--- config.mk ---
export PLATFORM = sky130hd
export DESIGN_NAME = rsp_unpack
export DESIGN_NICKNAME = d
export VERILOG_FILES = /design/src/rtl/rsp_unpack.sv
export SDC_FILE = /design/constraint.sdc
export NUM_CORES = 1
export LEC_CHECK = 0
export BUFFER_PORTS_ARGS = -buffer_cell sky130_fd_sc_hd__buf_2
export CAP_MARGIN = 20
export CORE_ASPECT_RATIO = 0.9
export CORE_MARGIN = 8
export CORE_UTILIZATION = 38
export DETAILED_ROUTE_END_ITERATION = 12
export PLACE_DENSITY = 0.61
export SETUP_SLACK_MARGIN = 0.02
export SYNTH_ARGS = -nofsm -noshare
export SYNTH_HDL_FRONTEND = slang
export SYNTH_SLANG_ARGS = --single-unit
--- constraint.sdc ---
create_clock -name clk -period 5.9 [get_ports clk]
set_input_delay 0.59 -clock clk [delete_from_list [all_inputs] [get_ports clk]]
set_output_delay 0.59 -clock clk [all_outputs]
set_load 0.01 [all_outputs]
--- src/rtl/rsp_unpack.sv ---
// rsp_unpack: splits 128-bit response lines into 32-bit beats, single word or wrapped 4-word burst per queued descriptor.
module rsp_unpack #(
  parameter int DEPTH = 4
) (
  input  logic         clk,
  input  logic         rstn,
  input  logic         info_valid,
  output logic         info_rdy,
  input  logic         info_burst,
  input  logic [1:0]   info_word,
  input  logic         rsp_valid,
  output logic         rsp_rdy,
  input  logic [127:0] rsp_data,
  output logic         out_valid,
  input  logic         out_rdy,
  output logic [31:0]  out_data,
  output logic         out_last
);
  localparam int AW = $clog2(DEPTH);
  typedef enum logic {IDLE, SEND} state_t;
  state_t state, state_nx;
  logic [AW:0] count;
  logic [AW-1:0] wp, rp;
  logic [2:0] q [DEPTH];
  logic [127:0] line;
  logic [1:0] ptr, rem;
  logic push, accept, beat;
  always_comb begin
    info_rdy = count != (AW+1)'(DEPTH);
    push = info_valid && info_rdy;
    out_valid = state == SEND;
    out_last = out_valid && rem == 2'd0;
    out_data = out_valid ? line[32*ptr +: 32] : 32'd0;
    beat = out_valid && out_rdy;
    // out_rdy feeds rsp_rdy combinationally so lines can follow each other without a bubble
    rsp_rdy = count != '0 && (state == IDLE || (beat && out_last));
    accept = rsp_valid && rsp_rdy;
    state_nx = accept ? SEND : (beat && out_last) ? IDLE : state;
  end
  always_ff @(posedge clk)
    if (push) q[wp] <= {info_burst, info_word};
  always_ff @(posedge clk or negedge rstn)
    if (!rstn) begin
      state <= IDLE;
      count <= '0;
      wp <= '0;
      rp <= '0;
      line <= '0;
      ptr <= '0;
      rem <= '0;
    end else begin
      state <= state_nx;
      count <= count + (AW+1)'(push) - (AW+1)'(accept);
      if (push) wp <= wp + 1'b1;
      if (accept) begin
        rp <= rp + 1'b1;
        line <= rsp_data;
        ptr <= q[rp][1:0];
        rem <= q[rp][2] ? 2'd3 : 2'd0;
      end else if (beat && !out_last) begin
        ptr <= ptr + 2'd1;
        rem <= rem - 2'd1;
      end
    end
endmodule

==> summary.md <==
| Metric | Value |
|---|---|
| Result of the run | `finished, final reports clean` |
| Critical path class | `reg -> reg` |
| Post-synthesis instance area | `7210 um2` |
| Number of nets in the finished design | `about 740` |
| Depth of the most critical reg-to-reg path | `7` |
| Total congestion overflow after global routing | `0` |
| Initial Utilization | `39.0%` |
| Final WL | `roughly 17,000 um` |
| Synthesized flop and latch total | `152` |
| Layout overhead on the synthesized area | `22.6%` |
| Number of post-CTS setup repair buffers | `0` |
| Cell-internal power | `3.65 mW` |
| Maximum buffer depth of the clock tree | `2` |
| Global-route wire length before repair | `27,400 um` |
| Fraction of synthesis flops using an asynchronous set or reset pin | `92.1%` |
| Global placement routability congestion | `approximately 0.73` |
| Number of gates given a new drive strength after cts | `0` |
| Final hold violation count | `0` |
| Flop2flop setup slack | `2.70 ns` |
| Vertical die dimension | `approximately 150 um` |
| Power density over the cells | `598 nW/um2` |
| Input/output buffers | `between 150 and 200` |
| Final clock period utilization by the worst path | `between 50% and 60%` |
| Headroom to the max-slew limit | `slightly below 30%` |
| Yosys warning count | `0` |
| HPWL after DPL | `11,600 um` |
| Number of hold buffers added after CTS | `0` |
| Primary flip-flop cell chosen by synthesis mapping | `sky130_fd_sc_hd__dfrtp_1` |
| Proportion of power drawn by flip-flops and latches | `36.4%` |
| Most common cell in the synthesized netlist | `sky130_fd_sc_hd__dfrtp_1` |
| Sum of negative setup slack | `0 ns` |
| TritonCTS Sinks | `152` |
| Setup repair after global routing missed its margin | `no` |
| Clock H-tree levels | `4` |
| Final worst hold slack | `0.122 ns` |
| Detailed-router iteration count before antenna repair | `4` |
| Core Area | `18,500 um2` |
| Number of global-route vias before repair | `4,865` |
| Share of the synthesized area in the top cell type | `48.6%` |
| Combinational cell fraction of total power | `43.3%` |
| CP Data Required Time | `6.19 ns` |
| DRT antenna net count | `0` |
| FILL cells | `1,616` |
| Fraction of layout cells with a size suffix above 1 | `62.4%` |
| Largest stage delay on the critical path | `about 0.92 ns` |
| Worst R2R End | `line[90]$_DFFE_PN0P_` |
| Category of the worst setup path capture point | `register` |
| Placed standard-cell area | `8230 um2` |
| Die X-Extent | `about 160 um` |
| Pin count of the biggest net entering global routing | `84` |
| Startpoint of the lowest-slack register-to-register path | `rem[0]$_DFFE_PN0P_` |
| Number of flops mapped to enable cells by yosys | `12` |
| Top cells by count, synth | `sky130_fd_sc_hd__dfrtp_1 (140), sky130_fd_sc_hd__mux2_4 (87), sky130_fd_sc_hd__mux2_2 (44), sky130_fd_sc_hd__and2_1 (37), sky130_fd_sc_hd__mux4_2 (35)` |
| Number of nets in the synthesized netlist | `569` |
| Final routed DRC violation total | `0` |
| Sequential-to-total area share from yosys stat | `53.6%` |
| Boundary Pins | `172` |
| Placement Rows | `47` |
| Switching part of the total power | `31.0%` |
| Net Sw Power | `1.64 mW` |
| Endpoint of the most critical setup path | `line[90]$_DFFE_PN0P_` |
| Relative contribution of the clock network to total power | `20.3%` |
| Cell total after placement | `818` |
| Initial antenna violation count | `1` |
| Worst setup slack before clock tree synthesis | `2.75 ns` |
| 1st-iter DRT viols | `189` |
| Total track usage | `14.8%` |
| Worst path setup slack after routing | `2.70 ns` |
| Number of endpoints failing setup at the final stage | `0` |
| Number of vias per cell after detailed routing | `~4.9` |
| Clock slew seen by the registers of the worst setup and hold paths | `0.06 ns` |
| Mean area per synthesized cell | `17.0 um2` |
| TritonCTS clock tree | `yes` |
| Critical path startpoint | `rem[0]$_DFFE_PN0P_` |
| Slowest cell on the critical path | `sky130_fd_sc_hd__buf_4` |
| Critical path fanouts, max | `70` |
| Number of slew-limit violations in the final report | `0` |
| Hold/Removal Path Class | `in -> async` |
| Leading area contributor after synthesis | `sky130_fd_sc_hd__dfrtp_1` |
| Max cap viols | `0` |
| Worst skew pair latency | `0.42 ns` |
| Worst setup SP type | `register` |
| Final Cell Area | `8840 um2` |
| TritonCTS Buffers | `17` |
| Via Count | `approximately 4,200` |
| Maximum operating frequency | `around 310 MHz` |
| Wirelength per Cell | `19.8 um` |
| Die area | `roughly 24,000 um2` |
| LEAKAGE | `4.06 nW` |
| Data arrival time of the critical path | `3.49 ns` |
| Count of cell types in the netlist | `28` |
| Transition time of the tightest slew-check pin | `1.06 ns` |
| Non-filler instance count after layout | `approximately 850` |
| Top area cells in the synthesized netlist | `sky130_fd_sc_hd__dfrtp_1 (49%), sky130_fd_sc_hd__mux2_4 (18%), sky130_fd_sc_hd__mux4_2 (11%)` |
| Final period demand of the worst path | `roughly 3.2 ns` |
| Root buffer cell | `sky130_fd_sc_hd__clkbuf_16` |
| Series of cell instances along the critical path | `inv_1, ha_1, a21bo_2, o211ai_4, inv_6, buf_4, mux2_2` |
| Worst Clk Skew | `between 0.008 and 0.009 ns` |
| Count of mapped cells out of synthesis | `425` |
| Maximum resistive drop on vdd | `0.000343 V` |
area by class of cell:
class	count	area (um2)	area share (%)
well taps	245	307	3.47
clock buffers	20	457	5.17
repair buffers	176	920	10.4
flip-flops and latches	152	3870	43.7
multi-input cells	237	3120	35.3
clock inverters	12	124	1.40
inverters	9	38.8	0.439
diodes	1	2.50	0.0283
metrics by stage:
step                util [%]  total power, mW
floorplan                  -             3.66
global placement        44.6             4.18
detailed placement      44.6             4.26
CTS                     47.7             5.37
global route            47.9             5.64
finish                  47.9             5.29
cell families (layout without fill, tap and decap cells):
kind of cell,Yosys count,count (layout),share of synthesized area (%)
multiplexers,166,166,35.9
flip-flops,152,152,53.6
AO/OA/AOI/OAI,7,7,0.955
other,0,1,0
AND/OR/NAND/NOR,48,48,3.98
XOR/XNOR,8,8,0.972
adder cells (fa/ha/maj),8,8,1.49
buffers and inverters,36,217,3.07
worst max-delay path: cells and delay by family (launching register included):
| family | cells | cell delay [ns] |
|---|---|---|
| adders and majority gates | 1 | 0.23 |
| muxes | 1 | 0.42 |
| DFF | 1 | 0.37 |
| buffers and inverters | 3 | 1.58 |
| AOI/OAI and AO/OA | 2 | 0.34 |
worst min path at each step:
stage | start | endpoint | slack [ns]
after floorplan | rstn | count[0]$_DFF_PN0_ | 0.29
after global placement | line[80]$_DFFE_PN0P_ | line[80]$_DFFE_PN0P_ | 0.48
after CTS | rstn | line[88]$_DFFE_PN0P_ | 0.13
final | rstn | line[56]$_DFFE_PN0P_ | 0.12
after detailed placement | line[24]$_DFFE_PN0P_ | line[24]$_DFFE_PN0P_ | 0.49
after global routing | rstn | line[88]$_DFFE_PN0P_ | 0.15
registers in the layout, summed over array words and instances, names as in the netlist:
register and flops:
count 3, line 128, out_valid 1, ptr 2, q 12, rem 2, rp 2, wp 2
placed cells by master, fill, tap and decap left out, types with 2 or more instances in the layout:
cell                           n
sky130_fd_sc_hd__clkinvlp_4    4
sky130_fd_sc_hd__edfxtp_1     12
sky130_fd_sc_hd__inv_6         2
sky130_fd_sc_hd__mux2_2       44
sky130_fd_sc_hd__nand2_1       4
sky130_fd_sc_hd__bufinv_16     2
sky130_fd_sc_hd__dfrtp_2       2
sky130_fd_sc_hd__ha_1          7
sky130_fd_sc_hd__nor2_1        2
sky130_fd_sc_hd__clkbuf_16    17
sky130_fd_sc_hd__xnor2_1       7
sky130_fd_sc_hd__clkinv_2      5
sky130_fd_sc_hd__buf_4         4
sky130_fd_sc_hd__dfrtp_1     138
sky130_fd_sc_hd__and2_1       37
sky130_fd_sc_hd__mux4_2       35
sky130_fd_sc_hd__nor3_1        2
sky130_fd_sc_hd__clkbuf_8      2
sky130_fd_sc_hd__mux2_4       87
sky130_fd_sc_hd__buf_2       170
sky130_fd_sc_hd__inv_1         8
power by group through the flow:
stage                     sequential (mW)  clock [mW]  combinational (mW)
final                                1.93        1.07                2.29
after detailed placement             1.94           0                2.32
after global routing                 2.00        1.15                2.49
after floorplan                      1.77           0                1.89
after global placement               1.92           0                2.26
after CTS                            1.93        1.10                2.33
layer usage:
layer	track usage (%)	wire length, um
met4	4.44	210
met3	4.33	836
met1	19.4	7570
met2	23.3	8220
met5	0	0
Note: power is estimated with default switching activity, not from simulation.
